$ cat src/rtl/evr_event_pkg.sv
// rtl/evr_event_pkg.sv - MRF event codes and marker stretcher state encoding
package evr_event_pkg;

  localparam logic [7:0] CODE_SHIFT0 = 8'h70;
  localparam logic [7:0] CODE_SHIFT1 = 8'h71;
  localparam logic [7:0] CODE_MARKER = 8'h7D;

  typedef enum logic [1:0] {
    ST_IDLE = 2'd0,
    ST_ARM  = 2'd1,
    ST_HOLD = 2'd2
  } stretch_state_e;

endpackage

$ cat src/rtl/evr_marker_stretcher.sv
// rtl/evr_marker_stretcher.sv - one-cycle arm then fixed-width marker pulse
module evr_marker_stretcher
  import evr_event_pkg::*;
#(
  parameter int STRETCH = 8
) (
  input  logic clk,
  input  logic rst_n,
  input  logic trigger_i,
  output logic marker_o,
  output logic busy_o
);

  localparam int CW = (STRETCH > 1) ? $clog2(STRETCH) : 1;
  localparam logic [CW-1:0] LAST = CW'(STRETCH - 1);

  stretch_state_e  state_q;
  logic [CW-1:0]   cnt_q;
  logic            marker_q;

  // ARM gives the committed seconds one full cycle to settle before the marker rises
  always_ff @(posedge clk) begin
    if (!rst_n) begin
      state_q  <= ST_IDLE;
      cnt_q    <= '0;
      marker_q <= 1'b0;
    end else begin
      case (state_q)
        ST_IDLE: begin
          if (trigger_i) state_q <= ST_ARM;
        end
        ST_ARM: begin
          state_q  <= ST_HOLD;
          marker_q <= 1'b1;
          cnt_q    <= '0;
        end
        ST_HOLD: begin
          if (cnt_q == LAST) begin
            state_q  <= ST_IDLE;
            marker_q <= 1'b0;
          end else begin
            cnt_q <= cnt_q + CW'(1);
          end
        end
        default: begin
          state_q  <= ST_IDLE;
          marker_q <= 1'b0;
        end
      endcase
    end
  end

  assign marker_o = marker_q;
  assign busy_o   = (state_q != ST_IDLE);

endmodule

$ cat src/rtl/evr_seconds_decoder.sv
// rtl/evr_seconds_decoder.sv - event stream to seconds value, stretched PPS marker and marker health
module evr_seconds_decoder
  import evr_event_pkg::*;
#(
  parameter int         SECONDS_WIDTH  = 32,
  parameter logic [7:0] CODE_SHIFT0    = evr_event_pkg::CODE_SHIFT0,
  parameter logic [7:0] CODE_SHIFT1    = evr_event_pkg::CODE_SHIFT1,
  parameter logic [7:0] CODE_MARKER    = evr_event_pkg::CODE_MARKER,
  parameter int         MARKER_STRETCH = 8,
  parameter int         CLOCK_RATE     = 125000000,
  parameter int         TIMEOUT_TICKS  = CLOCK_RATE + CLOCK_RATE / 8
) (
  input  logic                     clk,
  input  logic                     rst_n,
  input  logic [7:0]               evrCode,
  input  logic                     evrCodeValid,
  output logic                     evrPPSmarker,
  output logic [SECONDS_WIDTH-1:0] evrSeconds,
  output logic                     secondsValid,
  output logic                     ppsValid,
  output logic [15:0]              shiftErrorCount
);

  localparam int W   = SECONDS_WIDTH;
  localparam int CW  = $clog2(W + 2);
  localparam int WDW = $clog2(TIMEOUT_TICKS + 1);
  localparam logic [CW-1:0]  CNT_FULL = CW'(W);
  localparam logic [CW-1:0]  CNT_SAT  = CW'(W + 1);
  localparam logic [WDW-1:0] WD_LIMIT = WDW'(TIMEOUT_TICKS);

  logic [W-1:0]   shift_reg_q, shift_reg_d;
  logic [CW-1:0]  shift_cnt_q, shift_cnt_d;
  logic [W-1:0]   seconds_q, seconds_d;
  logic           sec_valid_q, sec_valid_d;
  logic [15:0]    err_cnt_q, err_cnt_d;
  logic [WDW-1:0] wd_q, wd_d;
  logic           pps_valid_q, pps_valid_d;
  logic           seen_marker_q, seen_marker_d;

  logic is_shift, is_marker, busy, accept, good_commit, count_error;

  assign is_shift    = evrCodeValid && ((evrCode == CODE_SHIFT0) || (evrCode == CODE_SHIFT1));
  assign is_marker   = evrCodeValid && (evrCode == CODE_MARKER);
  assign accept      = is_marker && !busy;
  assign good_commit = (shift_cnt_q == CNT_FULL);
  assign count_error = is_marker && (busy || !good_commit);

  always_comb begin
    shift_reg_d   = shift_reg_q;
    shift_cnt_d   = shift_cnt_q;
    seconds_d     = seconds_q;
    sec_valid_d   = sec_valid_q;
    err_cnt_d     = err_cnt_q;
    wd_d          = wd_q;
    pps_valid_d   = pps_valid_q;
    seen_marker_d = seen_marker_q;

    if (is_shift) begin
      shift_reg_d = {shift_reg_q[W-2:0], (evrCode == CODE_SHIFT1)};
      if (shift_cnt_q != CNT_SAT) shift_cnt_d = shift_cnt_q + CW'(1);
    end

    if (accept) begin
      shift_cnt_d = '0;
      if (good_commit) begin
        seconds_d   = shift_reg_q;
        sec_valid_d = 1'b1;
      end else begin
        // free-run so downstream still sees monotonic seconds on a corrupted sequence
        seconds_d   = seconds_q + W'(1);
        sec_valid_d = 1'b0;
      end
      if (seen_marker_q && (wd_q < WD_LIMIT)) pps_valid_d = 1'b1;
      seen_marker_d = 1'b1;
      wd_d          = '0;
    end else if (wd_q != WD_LIMIT) begin
      wd_d = wd_q + WDW'(1);
      if (wd_q == WD_LIMIT - WDW'(1)) begin
        pps_valid_d   = 1'b0;
        seen_marker_d = 1'b0;
      end
    end

    if (count_error && (err_cnt_q != 16'hFFFF)) err_cnt_d = err_cnt_q + 16'd1;
  end

  always_ff @(posedge clk) begin
    if (!rst_n) begin
      shift_reg_q   <= '0;
      shift_cnt_q   <= '0;
      seconds_q     <= '0;
      sec_valid_q   <= 1'b0;
      err_cnt_q     <= '0;
      wd_q          <= '0;
      pps_valid_q   <= 1'b0;
      seen_marker_q <= 1'b0;
    end else begin
      shift_reg_q   <= shift_reg_d;
      shift_cnt_q   <= shift_cnt_d;
      seconds_q     <= seconds_d;
      sec_valid_q   <= sec_valid_d;
      err_cnt_q     <= err_cnt_d;
      wd_q          <= wd_d;
      pps_valid_q   <= pps_valid_d;
      seen_marker_q <= seen_marker_d;
    end
  end

  evr_marker_stretcher #(
    .STRETCH (MARKER_STRETCH)
  ) u_stretcher (
    .clk       (clk),
    .rst_n     (rst_n),
    .trigger_i (accept),
    .marker_o  (evrPPSmarker),
    .busy_o    (busy)
  );

  assign evrSeconds      = seconds_q;
  assign secondsValid    = sec_valid_q;
  assign ppsValid        = pps_valid_q;
  assign shiftErrorCount = err_cnt_q;

endmodule

$ cat config.mk
export PLATFORM = sky130hd
export DESIGN_NAME = evr_seconds_decoder
export DESIGN_NICKNAME = d
export VERILOG_FILES = /design/src/rtl/evr_event_pkg.sv /design/src/rtl/evr_marker_stretcher.sv /design/src/rtl/evr_seconds_decoder.sv
export SDC_FILE = /design/constraint.sdc
export NUM_CORES = 1
export LEC_CHECK = 0
export ABC_AREA = 0
export CORE_UTILIZATION = 45
export CTS_CLUSTER_SIZE = 28
export DETAILED_ROUTE_END_ITERATION = 8
export PLACE_DENSITY = 0.66
export SLEW_MARGIN = 20
export SYNTH_ARGS = -nofsm -noshare
export SYNTH_HDL_FRONTEND = slang
export SYNTH_HIERARCHICAL = 1
export SYNTH_SLANG_ARGS = --single-unit
$ cat constraint.sdc
create_clock -name clk -period 4 [get_ports clk]
set_input_delay 0.8 -clock clk [delete_from_list [all_inputs] [get_ports clk]]
set_output_delay 0.8 -clock clk [all_outputs]
set_load 0.02 [all_outputs]
==> flow_metrics.tcl, run 1 <==
set metrics [dict create \
    rsz0062_at_grt "false" \
    ys.flop_type "dfxtp_1" \
    antenna_found_initial 0 \
    period_share 0.7390 \
    grt_usage 0.2317 \
    synth_common_cells "123 x dfxtp_1, 115 x nand2_1, 76 x a21oi_1" \
    pwr_density_cell_mw_per_mm2 395.4 \
    grt_overflow 0 \
    hold-path-endpoint "shift_reg_q[31]" \
    grt_max_degree 74 \
    fin_tns_setup_ns 0 \
    final_max_slew_viol_count 0 \
    ys_seq_elements 123 \
    holdBufCountCts 0 \
    syn-num-nets 774 \
    clock_path_buffers 2 \
    cp-start-kind "input pin" \
    synth_area_leader_cell "dfxtp_1" \
    period_needed_ns 2.956 \
    relSlewSlack 0.2801 \
    drc 0 \
    cts.sinks 123 \
    fin_nets 819 \
    fin_area_mm2 0.007385 \
    netlist.area_leader.share 0.4054 \
    synth.avg_cell_area_um2 8.055 \
    pin_count 62 \
    post_cts_resized 0 \
    hold_depth 2 \
    first_iter_violations 451 \
    via_per_inst 5.704 \
    yosysSeqAreaShare 0.4054 \
    highest_layer "met4" \
    synthMostInstantiatedCell "dfxtp_1" \
    wirelength_mm 15.22 \
    place.gp.congestion 0.8199 \
    dpl_cell_area_mm2 0.006766 \
    power.ir.vdd_worst_v 0.0002865 \
    path_max_fanout 29 \
    coreArea_mm2 0.01319 \
    final.setup_skew_ns 0.008500 \
    r2r-start "u_stretcher/state_q[0]" \
    synth_warnings 6 \
    leakage_uw 0.002437 \
    max_freq_mhz 338.3 \
    wl_per_cell_um 15.42 \
    hold_slack_ns 0.4645 \
    dpl.cell_count 956 \
    hold_viol_final 0 \
    cts_tree "yes" \
    crit_required_ns 4.33 \
    start_util 0.4604 \
    final_cells 987 \
    cp-end-kind "flop" \
    grt_pass1_vias 5344 \
    io_buffers 61 \
    async_flop_share 0 \
    worst_slew_pin_slew_ns 1.077 \
    synth_cell_types 62 \
    wl_met2_mm 7.180 \
    area_growth_syn_to_layout_pct 21.59 \
    wirelength_met1_mm 6.973 \
    clk_pin_slew_ns 0.06 \
    syn_area_mm2 0.006073 \
    setup_viol 0 \
    cts_setup_buffers 0 \
    worst-r2r-setup-slack_ns 1.32 \
    worstSetupPathType "in2reg" \
    hold_path.startpoint "shift_reg_q[31]" \
    antenna_left 0 \
    root_buffer "clkbuf_16" \
    grt_pass1_wl_mm 26.00 \
    clock_latency_ns 0.43 \
    antennaDiodeCount 0 \
    fp.dieW_um 118.2 \
    dp_hpwl_mm 9.998 \
    arrival_ns 3.29 \
    die-area_mm2 0.01397 \
    dr.pass1.iters 6 \
    hp-class "reg2reg" \
    synth_edf_count 0 \
    synthTopCellsByArea "dfxtp_1 41%, nand2_1 7.1%, a21oi_1 6.3%, nor2_1 3.7%, xor2_1 3.3%" \
    vias 5630 \
    die_h_um 118.2 \
    htreeDepth 4 \
    cts_buffers 17 \
    drive_above_1_share 0.06658 \
    wl_met3_um 782 \
    maxCapViolCount 0 \
    reg2reg_depth 4 \
    syn_inst 754 \
    r2r_end "evrSeconds[2]" \
    power.total_uw 2920 \
    outcome "finished, final reports clean" \
    core.rowCount 42 \
]
==> routing by layer <==
metal,GRT usage,vias to the layer above
met5,0,-
met4,0.09856,0
met3,0.05550,19
met2,0.3746,152
met1,0.2943,2672
li1,-,2787
==> area by class of cell <==
cell class | instances | area [um2]
inverter | 29 | 108.9
clock buffer | 23 | 478.0
clock inverter | 8 | 140.1
timing repair buffer | 70 | 678.2
sequential | 123 | 2462
multi-input combinational | 558 | 3297
tap | 176 | 220.2
fill | 1189 | 5806
==> stage by stage <==
stage	utilization	setup WS, ns
2_1_floorplan	-	1.875
3_3_place_gp	0.5130	0.7142
6_report	0.5599	1.044
3_5_place_dp	0.5130	0.6087
4_1_cts	0.5599	1.032
5_1_grt	0.5599	0.7578
==> cells by family after synthesis <==
family / count (synthesis) / share of synthesized area
AND/OR/NAND/NOR: 333 / 0.2890
buffers and inverters: 73 / 0.05191
multiplexers: 6 / 0.009889
XOR/XNOR: 32 / 0.04615
flip-flops: 123 / 0.4054
AO/OA/AOI/OAI: 178 / 0.1790
adder cells (fa/ha/maj): 9 / 0.01854
==> placed cells by master, fill, tap and decap left out, types with 6 or more instances in the layout <==
cell type / synthesis / routed
a21oi_1: 76 / 76
a22oi_1: 7 / 7
and2_1: 7 / 6
and3_1: 17 / 17
and4_1: 10 / 10
buf_4: 4 / 9
clkbuf_16: 0 / 17
clkdlybuf4s50_1: 0 / 61
dfxtp_1: 123 / 123
ha_1: 9 / 9
inv_1: 29 / 29
mux2i_1: 6 / 6
nand2_1: 115 / 115
nand3_1: 28 / 28
nand3b_1: 8 / 8
nand4_1: 28 / 28
nor2_1: 60 / 60
nor3_1: 12 / 12
o21ai_0: 34 / 34
o22ai_1: 18 / 18
o31a_1: 13 / 13
o31ai_1: 6 / 6
or3_1: 11 / 11
xnor2_1: 9 / 9
xor2_1: 23 / 23
==> critical path, stage by stage <==
cell and delay, ns:
clkdlybuf4s50_1 0.43, and4b_1 0.30, and4b_1 0.59, nand2_1 0.79, o21ai_0 0.37
==> sequential cells by signal, summed over array words and instances, names as in the netlist <==
register / cells
shift_cnt_q: 6
u_stretcher/state_q: 2
shiftErrorCount: 16
ppsValid: 1
shift_reg_q: 32
seen_marker_q: 1
evrSeconds: 32
u_stretcher/cnt_q: 3
u_stretcher/marker_o: 1
secondsValid: 1
wd_q: 28
==> where the power goes <==
group          internal (uW)  switching [uW]  leakage, uW
combinational           20.2            33.0      0.00114
clock                   1080             551     0.000307
sequential              1230            4.05     0.000991
==> worst max-delay path by stage <==
stage,from,end,slack [ns],cells after the start
6_report,evrCode[1],evrSeconds[2],1.04,5
5_1_grt,evrCode[1],evrSeconds[14],0.76,5
4_1_cts,evrCode[1],evrSeconds[7],1.03,5
3_5_place_dp,evrCode[1],evrSeconds[12],0.61,5
3_3_place_gp,evrCode[1],evrSeconds[25],0.71,5
2_1_floorplan,evrCode[7],shiftErrorCount[15],1.88,5
Note: power is estimated with default switching activity, not from simulation.
==> run 2: changes to the inputs <==
Settings changed: PLACE_DENSITY 0.66 to 0.68.
Clock period 4 ns to 2.38 ns, I/O delays scaled along.
==> run 2 against run 1 <==
  * Non-clock buffer count increased by 17
  * Global-route usage increased by 0.15 points
  * Sequential power increased by 68%
  * Via count increased by 1.1%
  * Flip-flop and latch count unchanged
  * Worst setup slack got worse by 0.75 ns
  * Die area unchanged
  * Critical endpoint is now evrSeconds[17]
==> flow_metrics.tcl, run 2 (synthesis gave the netlist of run 1 again) <==
set metrics [dict create \
    seqCellArea_mm2 0.002462 \
    root_buffer "clkbuf_16" \
    grt_max_degree 35 \
    htreeDepth 4 \
    fp.dieW_um 118.2 \
    die-area_mm2 0.01397 \
    grt_usage 0.2332 \
    vias 5691 \
    max_freq_mhz 480.3 \
    drc 0 \
    cts_buffers 17 \
    pwr_density_cell_mw_per_mm2 670.9 \
    core.rowCount 42 \
    cts.sinks 123 \
    leakage_uw 0.002576 \
    multi_input_area_mm2 0.003302 \
    rsz0062_at_grt "false" \
    hp-class "reg2reg" \
    grt_overflow 0 \
    holdBufCountCts 0 \
    io_buffers 61 \
    cts_tree "yes" \
    antenna_found_initial 0 \
    cp-end-kind "primary output" \
    crit_required_ns 1.90 \
    via_per_inst 5.668 \
    path_max_fanout 9 \
    die_h_um 118.2 \
    place.gp.congestion 0.8220 \
    grt_pass1_vias 5516 \
    period_needed_ns 2.082 \
    clk_pin_slew_ns 0.05 \
    area_growth_syn_to_layout_pct 25.98 \
    clock_path_buffers 2 \
    wl_per_cell_um 15.33 \
    setup_viol 0 \
    antenna_left 0 \
    maxCapViolCount 0 \
    path_cells "clkdlybuf4s50_1" \
    first_iter_violations 443 \
    final.setup_skew_ns 0.006597 \
    arrival_ns 1.61 \
    grt_pass1_wl_mm 26.28 \
    wirelength_mm 15.39 \
    dpl.cell_count 973 \
    antennaDiodeCount 0 \
    crit_family "buffers and inverters" \
    clock_latency_ns 0.42 \
    pin_count 62 \
    drive_above_1_share 0.08816 \
    fillers 1180 \
    power.ir.vdd_worst_v 0.0005033 \
    final_max_slew_viol_count 0 \
    crit_buf_inv 1 \
    fin_tns_setup_ns 0 \
    slowest_delay_ns 0.67 \
    start_util 0.4604 \
    dr.pass1.iters 5 \
    layout_common_cells "123 x dfxtp_1, 115 x nand2_1, 76 x a21oi_1" \
    dp_hpwl_mm 10.53 \
    worstSetupPathType "reg2out" \
    hold_viol_final 0 \
    relSlewSlack 0.5702 \
    outcome "finished, final reports clean" \
    crit_slowest_cell "clkdlybuf4s50_1" \
    fin_nets 836 \
    worst_slew_pin_slew_ns 0.6431 \
    coreArea_mm2 0.01319 \
    final_common_cell "dfxtp_1" \
    period_share 0.8748 \
    cp-start-kind "flop" \
    hold_slack_ns 0.4526 \
    final_cells 1004 \
]
## run 2: path summary, 6_finish.rpt
path	cells past startpoint	to	slack [ns]	start
max	1	evrSeconds[17]	0.30	evrSeconds[17]
min reg2reg	2	seen_marker_q	0.45	seen_marker_q
min	2	seen_marker_q	0.45	seen_marker_q
max reg2reg	6	shiftErrorCount[14]	0.31	u_stretcher/state_q[0]
## run 2: routing by layer
metal	GRT usage	vias to the layer above	routed length [um]
li1	-	2821	-
met1	0.2981	2694	7087
met2	0.3739	147	7222
met3	0.05212	29	757
met4	0.1074	0	322
met5	0	-	0
## run 2: layout make-up
class                      count  area share
multi-input combinational    558      0.4316
sequential                   123      0.3218
timing repair buffer          87      0.1135
clock buffer                  26     0.07048
tap                          176     0.02878
clock inverter                 5     0.01962
inverter                      29     0.01423
## run 2: timing repair
| item | in CTS | in global routing |
|---|---|---|
| endpoints found under the setup margin | 0 | 17 |
| gates resized for setup | 0 | 1 |
| buffers inserted | 0 | 0 |
## run 2: power by group
group | switching, uW | internal [uW]
logic | 57.5 | 39.3
clock network | 887 | 2080
registers | 6.40 | 2070
## run 2: per-stage QoR
stage	utilization	area, um2	setup WS [ns]	total power (uW)
6_report	0.5801	7651	0.2980	5133
5_1_grt	0.5801	7651	0.1442	5286
4_1_cts	0.5797	7646	0.1760	5180
3_5_place_dp	0.5274	6957	-0.2014	2212
3_3_place_gp	0.5274	6957	-0.1727	2208
2_1_floorplan	-	6073	0.5073	2168
